## src/rtl/hilo_issue_ctrl_pkg.sv

```systemverilog
// Shared HI/LO op codes and busy-tracker state encoding; codes match the E-stage HI/LO unit.
package hilo_defs;

  localparam logic [3:0] HL_none  = 4'd0;
  localparam logic [3:0] HL_mult  = 4'd1;
  localparam logic [3:0] HL_multu = 4'd2;
  localparam logic [3:0] HL_div   = 4'd3;
  localparam logic [3:0] HL_divu  = 4'd4;
  localparam logic [3:0] HL_mflo  = 4'd5;
  localparam logic [3:0] HL_mfhi  = 4'd6;
  localparam logic [3:0] HL_mtlo  = 4'd7;
  localparam logic [3:0] HL_mthi  = 4'd8;

  typedef enum logic [1:0] {IDLE, BUSY_MUL, BUSY_DIV} hl_state_t;

  function automatic logic is_hilo(input logic [3:0] op);
    return op inside {HL_mult, HL_multu, HL_div, HL_divu, HL_mflo, HL_mfhi, HL_mtlo, HL_mthi};
  endfunction

  function automatic logic is_start(input logic [3:0] op);
    return op inside {HL_mult, HL_multu, HL_div, HL_divu};
  endfunction

endpackage

```

## src/rtl/hilo_issue_ctrl_if.sv

```systemverilog
// D/E-stage HILO issue signals; master drives the decoded op and hazard inputs.
interface hilo_issue_ctrl_if;
  logic [3:0]  d_op;
  logic        hz_stall;
  logic        flush_e;
  logic        md_busy;
  logic        stall_d;
  logic [3:0]  e_op;
  logic [31:0] stall_cnt;
  logic        chk_err;

  modport master (output d_op, hz_stall, flush_e, md_busy,
                  input  stall_d, e_op, stall_cnt, chk_err);
  modport slave  (input  d_op, hz_stall, flush_e, md_busy,
                  output stall_d, e_op, stall_cnt, chk_err);
endinterface

```

## src/rtl/hilo_busy_tracker.sv

```systemverilog
// Cycle-exact mirror of the HI/LO unit countdown; busy is combinational from registered state only.
module hilo_busy_tracker
  import hilo_defs::*;
#(
  parameter int MULT_LAT = 5,
  parameter int DIV_LAT  = 10,
  parameter int CNT_W    = 4
) (
  input  logic       clk,
  input  logic       reset,
  input  logic [3:0] e_op,
  output logic       mirror_busy
);

  hl_state_t          state_q, state_d;
  logic [CNT_W-1:0]   cnt_q, cnt_d;

  always_ff @(posedge clk) begin
    if (reset) begin
      state_q <= IDLE;
      cnt_q   <= '0;
    end else begin
      state_q <= state_d;
      cnt_q   <= cnt_d;
    end
  end

  always_comb begin
    state_d = state_q;
    cnt_d   = cnt_q;
    case (state_q)
      IDLE: begin
        if (e_op == HL_mult || e_op == HL_multu) begin
          state_d = BUSY_MUL;
          cnt_d   = CNT_W'(MULT_LAT);
        end else if (e_op == HL_div || e_op == HL_divu) begin
          state_d = BUSY_DIV;
          cnt_d   = CNT_W'(DIV_LAT);
        end
      end
      BUSY_MUL, BUSY_DIV: begin
        // The unit commits HI/LO on the edge where the count leaves 1.
        if (cnt_q <= CNT_W'(1)) begin
          state_d = IDLE;
          cnt_d   = '0;
        end else begin
          cnt_d = cnt_q - CNT_W'(1);
        end
      end
      default: begin
        state_d = IDLE;
        cnt_d   = '0;
      end
    endcase
  end

  assign mirror_busy = is_start(e_op) || (cnt_q != '0);

endmodule

```

## src/rtl/hilo_issue_ctrl.sv

```systemverilog
// HILO op D-stage hold and E-stage issue (1-cycle D->E); stall_d holds D while the unit is busy.
// Optional busy cross-check against the real unit is enabled with HILO_CHECK_EN.
module hilo_issue_ctrl
  import hilo_defs::*;
#(
  parameter int MULT_LAT = 5,
  parameter int DIV_LAT  = 10,
  parameter int CNT_W    = 4
) (
  input logic               clk,
  input logic               reset,
  hilo_issue_ctrl_if.slave  bus
);

  logic        mirror_busy;
  logic        hl_stall;
  logic        stall;
  logic [3:0]  e_op_q;
  logic [31:0] stall_cnt_q;

  hilo_busy_tracker #(
    .MULT_LAT (MULT_LAT),
    .DIV_LAT  (DIV_LAT),
    .CNT_W    (CNT_W)
  ) u_tracker (
    .clk         (clk),
    .reset       (reset),
    .e_op        (e_op_q),
    .mirror_busy (mirror_busy)
  );

  assign hl_stall = is_hilo(bus.d_op) && mirror_busy;
  assign stall    = hl_stall || bus.hz_stall;

  always_ff @(posedge clk) begin
    if (reset) begin
      e_op_q      <= HL_none;
      stall_cnt_q <= '0;
    end else begin
      e_op_q <= (bus.flush_e || stall) ? HL_none : bus.d_op;
      // Only stalls owed purely to the HI/LO unit are counted.
      if (hl_stall && !bus.hz_stall)
        stall_cnt_q <= stall_cnt_q + 32'd1;
    end
  end

  assign bus.stall_d   = stall;
  assign bus.e_op      = e_op_q;
  assign bus.stall_cnt = stall_cnt_q;

`ifdef HILO_CHECK_EN
  logic chk_err_q;

  always_ff @(posedge clk) begin
    if (reset) begin
      chk_err_q <= 1'b0;
    end else if (bus.md_busy != mirror_busy) begin
      chk_err_q <= 1'b1;
`ifndef SYNTHESIS
      $display("hilo_issue_ctrl: md_busy=%0b disagrees with mirror_busy=%0b at %0t",
               bus.md_busy, mirror_busy, $time);
`endif
    end
  end

  assign bus.chk_err = chk_err_q;
`else
  logic md_busy_unused;
  assign md_busy_unused = bus.md_busy;
  assign bus.chk_err    = 1'b0;
`endif

endmodule
```

## src/flat_wrapper.sv

```systemverilog
// flat-port wrapper written by rule: the top's interface ports become plain ports
module hilo_issue_ctrl_flat import hilo_defs::*;
#(
  parameter int MULT_LAT = 5,
  parameter int DIV_LAT  = 10,
  parameter int CNT_W    = 4
)
  (clk, reset, bus_d_op, bus_hz_stall, bus_flush_e, bus_md_busy, bus_stall_d, bus_e_op, bus_stall_cnt, bus_chk_err);
  hilo_issue_ctrl_if bus_i ();
  input logic clk;
  input logic reset;
  input wire logic [$bits(bus_i.d_op)-1:0] bus_d_op;
  input wire logic [$bits(bus_i.hz_stall)-1:0] bus_hz_stall;
  input wire logic [$bits(bus_i.flush_e)-1:0] bus_flush_e;
  input wire logic [$bits(bus_i.md_busy)-1:0] bus_md_busy;
  output wire logic [$bits(bus_i.stall_d)-1:0] bus_stall_d;
  output wire logic [$bits(bus_i.e_op)-1:0] bus_e_op;
  output wire logic [$bits(bus_i.stall_cnt)-1:0] bus_stall_cnt;
  output wire logic [$bits(bus_i.chk_err)-1:0] bus_chk_err;
  assign bus_i.d_op = bus_d_op;
  assign bus_i.hz_stall = bus_hz_stall;
  assign bus_i.flush_e = bus_flush_e;
  assign bus_i.md_busy = bus_md_busy;
  assign bus_stall_d = bus_i.stall_d;
  assign bus_e_op = bus_i.e_op;
  assign bus_stall_cnt = bus_i.stall_cnt;
  assign bus_chk_err = bus_i.chk_err;
  hilo_issue_ctrl #(.MULT_LAT(MULT_LAT), .DIV_LAT(DIV_LAT), .CNT_W(CNT_W)) u_core (.clk(clk), .reset(reset), .bus(bus_i));
endmodule
```

## config.mk

```make
export PLATFORM = sky130hd
export DESIGN_NAME = hilo_issue_ctrl_flat
export DESIGN_NICKNAME = d
export VERILOG_FILES = /design/src/rtl/hilo_issue_ctrl_pkg.sv /design/src/rtl/hilo_issue_ctrl_if.sv /design/src/rtl/hilo_busy_tracker.sv /design/src/rtl/hilo_issue_ctrl.sv /design/src/flat_wrapper.sv
export SDC_FILE = /design/constraint.sdc
export NUM_CORES = 1
export LEC_CHECK = 0
export CAP_MARGIN = 40
export CORE_ASPECT_RATIO = 0.9
export CORE_MARGIN = 8
export CORE_UTILIZATION = 56
export DETAILED_ROUTE_END_ITERATION = 16
export DONT_BUFFER_PORTS = 1
export PLACE_DENSITY = 0.73
export SYNTH_ARGS = -nofsm -noshare
export SYNTH_HDL_FRONTEND = slang
export SYNTH_SLANG_ARGS = --single-unit
```

## constraint.sdc

```tcl
create_clock -name clk -period 2.7 [get_ports clk]
set_input_delay 0.54 -clock clk [delete_from_list [all_inputs] [get_ports clk]]
set_output_delay 0.54 -clock clk [all_outputs]
set_load 0.03 [all_outputs]
```

-- Word level (Yosys, flattened, before mapping)
Index checks and enable logic that the tools add are counted.
- logic and storage cells: 46
- input bits: 9
- register bits: 42
- output and inout bits: 38
- multiplexer cells: 8
- $lt $le $gt $ge: 1
- add/sub/neg operators: 2
- reduce and logical (&&, ||, !) cells: 15
- equality and inequality tests: 16
- operators by type and width (operator ; count):
    $add 32x1->32 const B ; 1
    $eq 4x3->1 const B ; 5
    $eq 4x2->1 const B ; 4
    $mux 4 ; 3
    $eq 4x1->1 const B ; 2
    $pmux 4 s2 ; 1
    $reduce_bool 4->1 ; 2
    $reduce_bool 8->1 ; 1
    $mux 2 ; 3
    $logic_or 1x1->1 ; 5
    $eq 4x4->1 const B ; 1
    $le 4x1->1 const B ; 1
    $pmux 2 s2 ; 1
    $reduce_or 2->1 ; 2
    $sub 4x1->4 const B ; 1
    $ne 3x3->1 const B ; 1
    $eq 2x1->1 const B ; 1
    $eq 2x2->1 const B ; 1
    $logic_and 1x1->1 ; 2
    $logic_not 2->1 ; 1
    $ne 2x2->1 const B ; 1
    $reduce_and 2->1 ; 1
    $logic_not 1->1 ; 1

-- Logic depth before layout (Yosys ltp)
Gate-level depths: netlist of the first run.
- depth in word-level cells: 7
- depth in mapped cells: 7
- gate-level depth less buffers: 7

-- Modules after synthesis
Synthesis of the first run repeated with hierarchy kept, for this count alone.
- cell total of the unflattened synthesis: 251
- area total of the unflattened synthesis: 2108.3 um^2
- by module, submodules not included (module ; times used ; cells each ; sequential area each (um^2) ; area an instance (um^2)):
    hilo_issue_ctrl ; 1 ; 200 ; 720.7 ; 1675.4
    hilo_busy_tracker ; 1 ; 51 ; 120.1 ; 432.9

-- Least setup slack after synthesis of the first run
No wires, ideal clock.
- kind: reg2reg
- from: reg u_core.stall_cnt_q[0] (netlist: u_core.bus.stall_cnt[0])
- to: reg u_core.stall_cnt_q[22] (netlist: u_core.bus.stall_cnt[22])
- path slack: 670 ps
- setup time: 71 ps
- period minus slack after synthesis: 2030 ps
- data arrival time: 1959 ps
- buffers on the path: 1
- cell stages (with the launch flop): 8
- required time: 2629 ps
- cell sequence: dfxtp_1 ha_1 nor2b_1 and4_1 nand4_1 clkbuf_1 or3_1 a21oi_1
- longest elaborated chain between the ends: 1
- RTL lines (element ; RTL line ; text):
    from (decl) ; hilo_issue_ctrl.sv:19 ; logic [31:0] stall_cnt_q;
    from (signal assigned) ; hilo_issue_ctrl.sv:43 ; stall_cnt_q <= stall_cnt_q + 32'd1;
    $add 32x1->32 ; hilo_issue_ctrl.sv:43 ;
No other way between the ends.
A chain may end at the register's enable or synchronous reset.

-- Final worst setup path of the first run
- from: reg u_core.e_op_q[0] (netlist: u_core.bus.e_op[0])
- to: out bus_stall_d
- longest elaborated chain between the ends: 5
- elaborated cells on any way between the ends: 8
- classes of those cells: eq/ne (4); reduce/logical (4)
- RTL lines (element ; RTL line ; text):
    from (decl) ; hilo_issue_ctrl.sv:18 ; logic [3:0] e_op_q;
    from (signal assigned) ; hilo_issue_ctrl.sv:37 ; e_op_q <= HL_none;
    from (signal assigned) ; hilo_issue_ctrl.sv:40 ; e_op_q <= (bus.flush_e || stall) ? HL_none : bus.d_op;
    $eq 4x1->1 (tied with other cells) ; hilo_issue_ctrl_pkg.sv:21 ; return op inside {HL_mult, HL_multu, HL_div, HL_divu};
    $reduce_bool 4->1 * ; hilo_issue_ctrl_pkg.sv:21 ;
    $logic_or 1x1->1 * ; hilo_busy_tracker.sv:57 ; assign mirror_busy = is_start(e_op) || (cnt_q != '0);
    $logic_and 1x1->1 * ; hilo_issue_ctrl.sv:32 ; assign hl_stall = is_hilo(bus.d_op) && mirror_busy;
    $logic_or 1x1->1 * ; hilo_issue_ctrl.sv:33 ; assign stall = hl_stall || bus.hz_stall;
    to (decl) ; flat_wrapper.sv:16 ; output wire logic [$bits(bus_i.stall_d)-1:0] bus_stall_d;
Every way passes the cells marked *; elsewhere a longest branch is shown, timed or not.

==> results.md, run 1 <==
STA:
- Setup repair after global routing left no endpoint under its margin.
- The worst pin sits at a relative slew slack of 0.424.
- The fraction of the cycle the final worst path needs is 0.913.
- The number of pins with negative max-slew slack in the final report was 0.
- Based on the critical path, the design can be clocked at up to 0.406 GHz.
- The transition time at the pin with the least slew margin is 857 ps.
- Across the routed clock network, the largest skew measured is 7.63 ps.
- The final hold violation count is 0.
- The time the worst path needs with I/O delays and setup is 2460 ps.
- In the final timing run, aggregate negative setup slack is 0 ps.
- The total setup violations reported at the end of the flow is 0.

Clock network:
- The number of buffers inserted during clock tree synthesis is 5.
- After clock tree synthesis, the clock-pin slew on the worst setup and hold paths is 90 ps.
- The number of buffers inserted by post-CTS setup repair is 0.
- The cell at the root of the clock tree is sky130_fd_sc_hd__clkbuf_8.
- The clock net sink count is 42.
- The number of hold buffers added after CTS was 0.
- The later pin in the worst-skew pair is clocked with a latency of 300 ps.
- The total number of H-tree levels is 2.
- The count of instances resized after the clock tree is built is 0.
- The maximum clock insertion buffer count is 2.
- TritonCTS built the clock tree.

Final layout:
- The utilization after layout is 0.630.
- The most common cell after layout, fill and taps aside is sky130_fd_sc_hd__dfxtp_1.
- The final net count is 267.
- The number of inserted diodes is 0.
- Fill cells in the final layout number 315.
- The share of layout cells above drive strength 1 is 0.0988.
- In the layout the commonest cells are sky130_fd_sc_hd__dfxtp_1 (42), sky130_fd_sc_hd__nor2_1 (24), sky130_fd_sc_hd__a21oi_1 (21).
- The layout overhead on the synthesized area is 10.6%.

Synth:
- The count of state elements after synthesis is 42.
- The dominant cell type by area after synthesis is sky130_fd_sc_hd__dfxtp_1.
- The proportion of synthesized area in mux cells is 0.0145.
- Of the total synthesized cell area, the portion taken by AND, OR, NAND and NOR gates is 0.290.
- A synthesized cell averages 8.53 um^2.
- By area the synthesized netlist is led by sky130_fd_sc_hd__dfxtp_1 (41%), sky130_fd_sc_hd__a21oi_1 (5.1%), sky130_fd_sc_hd__or3_1 (4.8%).
- The share of the Yosys chip area taken by registers is 0.407.
- The XOR/XNOR share of the synthesized area is 0.0673.
- The synthesis warning total is 0.
- The fraction of registers with async set/reset is 0.
- The post-synth net total is 257.
- The adder and majority gate portion of the synthesized area is 0.0364.
- The share of synthesized area in the top cell type comes to 0.407.
- The instance count of the mapped netlist is 242.
- After synthesis, the largest family of logic cells by area is simple AND/OR/NAND/NOR gates.
- The primary flip-flop cell chosen by synthesis mapping is sky130_fd_sc_hd__dfxtp_1.
- In this run the cell area of the synthesized design comes to 2060 um^2.
- The number of flops mapped to enable cells by yosys is 0.
- The number of distinct library cell variants in the gate-level netlist after synthesis is 39.
- The complex-gate fraction of the synthesized area is 0.146.

Floorplan:
- The chip width is 80 um.
- The site row count is 21.
- The effective utilization at floorplan is 0.569.
- The die is 73.6 um tall.
- After floorplanning, the core was sized to cover 3630 um^2.
- The area of the die is 5890 um^2.
- In this run the count of I/O pins placed on the die edge is 47.

Worst setup path:
- The critical path data required time is 2160 ps.
- The launching element type of the critical path is a flop.
- The critical path capture point type is an output port.
- In this run the worst path has a maximum fanout of 7.
- The critical path class is reg -> out.
- STA puts the critical path data arrival time at 1920 ps.

Power:
- The analysis attributes to net switching a power of 0.497 mW.
- Of the total power, the share spent switching nets is 0.316.
- The total power per unit cell area is 689 nW/um^2.
- The share of power burned in registers is 0.440.
- The reported leakage power is 0.811 nW.
- The peak ir drop on the vdd network is 0.000331 V.
- The internal portion of the total power is 1.08 mW.
- The share of total power dissipated in the clock network is 0.315.
- The combinational group share of total power is 0.245.

Status:
- The flow ran to the end, and the final reports show no timing, DRC or antenna violations.

Drt:
- The average wire per cell in the routed design is 15.4 um.
- Detailed routing inserted a total of 1758 vias.
- The total detailed-routing wirelength is 4610 um.
- After detailed routing, the number of remaining DRC violations is 0.
- After detailed routing, the number of vias per cell comes to 5.88.
- After the first detailed-routing iteration, the DRC count stood at 133.
- The number of nets with antenna violations after routing is 0.
- The iteration count of the initial detailed-routing pass is 4.

Placement:
- The number of buffers added on ports is 0.
- The global placer's final weighted congestion is 0.795.
- The HPWL after detailed placement is 3290 um.

Global routing:
- For this run, the total global-route usage over all layers was measured as 0.162.
- The via count of the first global-routing pass is 1674.
- The number of antenna violations at the first check in global routing was 0.
- Entering global routing, the biggest net connects 40 pins.
- The global-route congestion overflow total is 0.
- The first global-routing pass estimated 7640 um of wire.

Job:
- The number of violations of the max-capacitance limit is 0.

Worst hold path:
- The path class of the lowest-slack min-delay path is in -> reg.
-- final timing paths --
| check | startpoint | end | slack (ps) | depth (start not counted) |
|---|---|---|---|---|
| setup / recovery | u_core.bus.e_op[0]$_SDFF_PP0_ | bus_stall_d | 240 | 3 |
| hold / removal | reset | u_core.bus.stall_cnt[27]$_SDFFE_PP0P_ | 300 | 1 |
| setup reg to reg | u_core.bus.e_op[0]$_SDFF_PP0_ | u_core.bus.stall_cnt[15]$_SDFFE_PP0P_ | 500 | 5 |
| hold reg to reg | u_core.u_tracker.cnt_q[0]$_SDFFE_PP0P_ | u_core.u_tracker.cnt_q[0]$_SDFFE_PP0P_ | 500 | 2 |
-- layout make-up --
type	instances	area (um^2)	share of cell area
Inverter	10	37.5	0.0164
Clock inverter	3	40.0	0.0175
Tap cell	46	57.6	0.0252
Multi-Input combinational cell	181	1150	0.503
Timing Repair Buffer	12	90.1	0.0395
Clock buffer	5	68.8	0.0301
Sequential cell	42	841	0.368
-- flip-flops by register name, summed over array words and instances (netlist names) --
signal and flops:
u_core.bus.e_op 4, u_core.bus.stall_cnt 32, u_core.u_tracker.cnt_q 4, u_core.u_tracker.state_q 2
-- cell families after synthesis --
| kind of cell | after synthesis |
|---|---|
| xor+xnor | 15 |
| other cells | 1 |
| flops | 42 |
| simple gates | 105 |
| compound gates | 51 |
| fa+ha+maj | 6 |
| mux | 3 |
| buf+inv | 19 |
-- synth_stat cells, types with 2 or more instances --
| cell | number |
|---|---|
| sky130_fd_sc_hd__nor3_1 | 7 |
| sky130_fd_sc_hd__and4_1 | 4 |
| sky130_fd_sc_hd__mux2i_1 | 3 |
| sky130_fd_sc_hd__a21oi_1 | 21 |
| sky130_fd_sc_hd__inv_1 | 10 |
| sky130_fd_sc_hd__nand2_1 | 9 |
| sky130_fd_sc_hd__ha_1 | 6 |
| sky130_fd_sc_hd__o21ai_0 | 19 |
| sky130_fd_sc_hd__and2_1 | 6 |
| sky130_fd_sc_hd__nor3b_1 | 2 |
| sky130_fd_sc_hd__xor2_1 | 11 |
| sky130_fd_sc_hd__nor2_1 | 24 |
| sky130_fd_sc_hd__nand4_1 | 14 |
| sky130_fd_sc_hd__or3_1 | 16 |
| sky130_fd_sc_hd__nor2b_1 | 2 |
| sky130_fd_sc_hd__xnor2_1 | 3 |
| sky130_fd_sc_hd__and3_1 | 4 |
| sky130_fd_sc_hd__or4_1 | 4 |
| sky130_fd_sc_hd__nand3_1 | 5 |
| sky130_fd_sc_hd__dfxtp_1 | 42 |
| sky130_fd_sc_hd__clkbuf_1 | 8 |
| sky130_fd_sc_hd__o31ai_1 | 5 |
-- power groups by stage --
stage / combinational, mW / sequential, mW / clock (mW)
3_3_place_gp: 0.376 / 0.704 / 0
6_report: 0.386 / 0.692 / 0.495
2_1_floorplan: 0.300 / 0.707 / 0
4_1_cts: 0.384 / 0.691 / 0.506
3_5_place_dp: 0.380 / 0.705 / 0
5_1_grt: 0.426 / 0.695 / 0.529
-- layer usage --
layer / vias up / wire length [um] / GRT usage
met4: 0 / 60 / 0.0786
met3: 5 / 386 / 0.0575
met2: 46 / 2100 / 0.268
met1: 819 / 2060 / 0.181
met5: - / 0 / 0
li1: 888 / - / -
-- stage by stage --
stage | instances | instance area (um^2) | power [mW] | worst slack [ps] | hold WS, ps
finish | 299 | 2280 | 1.57 | 236 | 298
global route | 299 | 2280 | 1.65 | 134 | 287
CTS | 299 | 2280 | 1.58 | 215 | 291
detailed placement | 291 | 2170 | 1.08 | 459 | 493
global placement | 291 | 2170 | 1.08 | 505 | 495
floorplan | 242 | 2060 | 1.01 | 670 | 475
-- critical path, stage by stage (launching register included) --
cell and delay [ps]:
sky130_fd_sc_hd__dfxtp_1 570, sky130_fd_sc_hd__nor3_1 180, sky130_fd_sc_hd__o311ai_4 500, sky130_fd_sc_hd__a21o_1 380
Power figures use the tool's default switching activity.
==> run 2, diff against run 1 <==
- MAX_ROUTING_LAYER: default -> met4
==> run 2 against run 1 <==
  * Via count is essentially flat
  * Critical path depth is the same
  * First-iteration DRC count is 16% lower
  * Combinational power about the same
  * Non-clock buffer count unchanged
  * Utilization stayed put
  * Largest power group unchanged
==> results.md, run 2 (synthesis gave the netlist of run 1 again) <==
Final layout:
- The share of layout cells above drive strength 1 is 0.0988.
- The register with the most flip-flops in the layout has 32 of them.
- The most common cell after layout, fill and taps aside is sky130_fd_sc_hd__dfxtp_1.
- The repair_antennas step left the layout with diodes totalling 0.
- The layout overhead on the synthesized area is 10.6%.
- The final cell count without fillers is 299.
- The final net count is 267.
- Leaving out fill and tap cells, the most frequent cells in the layout are sky130_fd_sc_hd__dfxtp_1 (42), sky130_fd_sc_hd__nor2_1 (24), sky130_fd_sc_hd__a21oi_1 (21).

Worst setup path:
- At the worst endpoint, the required time is 2160 ps.
- The worst setup path is launched from a flop.
- The signal on the critical path passes through nor3_1, o311ai_4, a21o_1.
- Counting both buffers and inverters, the worst setup path holds a total of 0.
- The maximum single-stage delay on the critical path is 570 ps.
- The kind of cell with the highest combined delay on the critical path is compound AO/OA/AOI/OAI gates.
- The critical path capture point type is an output port.
- The top fanout value on the critical path is 7.
- The slowest stage of the critical path is the sky130_fd_sc_hd__dfxtp_1 cell.
- The critical path class is reg -> out.
- At the worst endpoint, the arrival time is 1930 ps.

Drt:
- The detail route stage leaves a number of antenna-violating nets equal to 0.
- The via density per instance is 5.88.
- In the final routed layout, each cell accounts on average for 15.5 um.
- The total detailed-routing wirelength is 4620 um.
- Before antenna repair, the detailed router went through 4 iterations.
- The detailed router finished its first iteration with 112 violations.
- In the routed design, unresolved DRC markers number 0.
- The via count is 1757.

Power:
- Across the VDD grid, the largest voltage drop is 0.000334 V.
- For this design the ratio of total power to cell area is 689 nW/um^2.
- In this run the static leakage power is 0.811 nW.
- After layout, the design draws a total of 1.57 mW.

Global routing:
- The wire length of the first global-routing pass is 7650 um.
- The via count of the first global-routing pass is 1673.
- The maximum number of pins on one net before global-route repair is 40.
- The global-route congestion overflow total is 0.
- The number of antenna violations at the first check in global routing came to 0.
- For this run, the total global-route usage over all layers was measured as 0.167.

Clock network:
- The clock net sink count is 42.
- TritonCTS built the clock tree.
- The hold-fix buffer count after cts is 0.
- The number of buffers inserted during clock tree synthesis is 5.
- The total number of H-tree levels is 2.
- The cell at the root of the clock tree is sky130_fd_sc_hd__clkbuf_8.
- The number of buffers inserted by post-CTS setup repair is 0.
- Post-CTS repair changed the size of 0 cells.
- For the worst-skew pair, the clock arrives at the later sink with an insertion delay of 300 ps.
- Counting along the longest clock path gives a buffer depth of 2.
- The clock transition at the registers of the reported paths is 80 ps.

STA:
- The number of pins with negative max-slew slack in the final report is 0.
- The smallest clock period supported by the final layout is computed as 2470 ps.
- Hold timing on the final database bottoms out at a slack of 299 ps.
- Measured against its own limit, the worst slew margin works out to 0.423.
- The top achievable clock speed is 0.405 GHz.
- Setup repair after global routing left no endpoint under its margin.
- For the final routed database, the setup TNS stands at 0 ps.
- The total setup violations reported at the end of the flow is 0.
- Dividing the final minimum period by the clock period gives 0.914.
- The largest clock skew in the final design is 6.27 ps.
- Setup slack on the critical path of the routed design comes to 231 ps.
- The final hold violation count is 0.
- At the pin with the least slew margin, the transition time is 859 ps.

Placement:
- Counting tap cells, the placed design contains a total of 291 instances.
- Timing analysis after detailed placement gives a worst setup slack of 459 ps.
- The sum of net half-perimeters after detailed placement is 3290 um.
- During placement, the flow inserted port buffers numbering 0.
- Routability-driven placement finished with a final weighted congestion of 0.806.

Floorplan:
- The core region is 3630 um^2.
- The number of placed I/O pins is 47.
- The area of the die is 5890 um^2.
- The site row count is 21.
- For this configuration, the core starts out at a cell density of 0.569.
- The chip height is 73.6 um.
- The floorplan step set the die width to 80 um.

Status:
- The flow ran to the end, and the final reports show no timing, DRC or antenna violations.

Worst hold path:
- The path class of the lowest-slack min-delay path is in -> reg.

Job:
- The number of violations of the max-capacitance limit is 0.
-- run 2: cell counts in the layout (fill, tap and decap cells not counted) --
No cell type changed its count.
-- run 2: worst paths after layout --
| check | endpoint | cells past startpoint | slack (ps) | from |
|---|---|---|---|---|
| worst max register to register | u_core.bus.stall_cnt[19]$_SDFFE_PP0P_ | 5 | 500 | u_core.bus.e_op[0]$_SDFF_PP0_ |
| worst min register to register | u_core.u_tracker.cnt_q[0]$_SDFFE_PP0P_ | 2 | 500 | u_core.u_tracker.cnt_q[0]$_SDFFE_PP0P_ |
| worst max-delay path | bus_stall_d | 3 | 230 | u_core.bus.e_op[0]$_SDFF_PP0_ |
| worst min-delay path | u_core.bus.stall_cnt[27]$_SDFFE_PP0P_ | 1 | 300 | reset |
-- run 2: per-layer routing --
metal / vias up / track usage / part of all wire
li1: 888 / - / -
met1: 815 / 0.181 / 0.45
met2: 49 / 0.268 / 0.46
met3: 5 / 0.0575 / 0.085
met4: 0 / 0.0786 / 0.013
met5: - / - / 0
-- run 2: where the power goes --
part           internal [mW]  switching (mW)  total [mW]
clock network          0.272           0.224       0.496
logic                  0.150           0.237       0.387
registers              0.653          0.0386       0.692
total                   1.08           0.499        1.57
-- run 2: stage by stage --
step                utilization  area, um^2
CTS                       0.630        2280
finish                    0.630        2280
floorplan                     -        2060
global placement          0.600        2170
detailed placement        0.600        2170
global route              0.630        2280
-- run 2: area by class of cell --
cell class              instances  area [um^2]
fillers                       315         1340
multi-input cells             181         1150
flip-flops and latches         42          841
repair buffers                 12         90.1
clock buffers                   5         68.8
well taps                      46         57.6
clock inverters                 3         40.0
inverters                      10         37.5
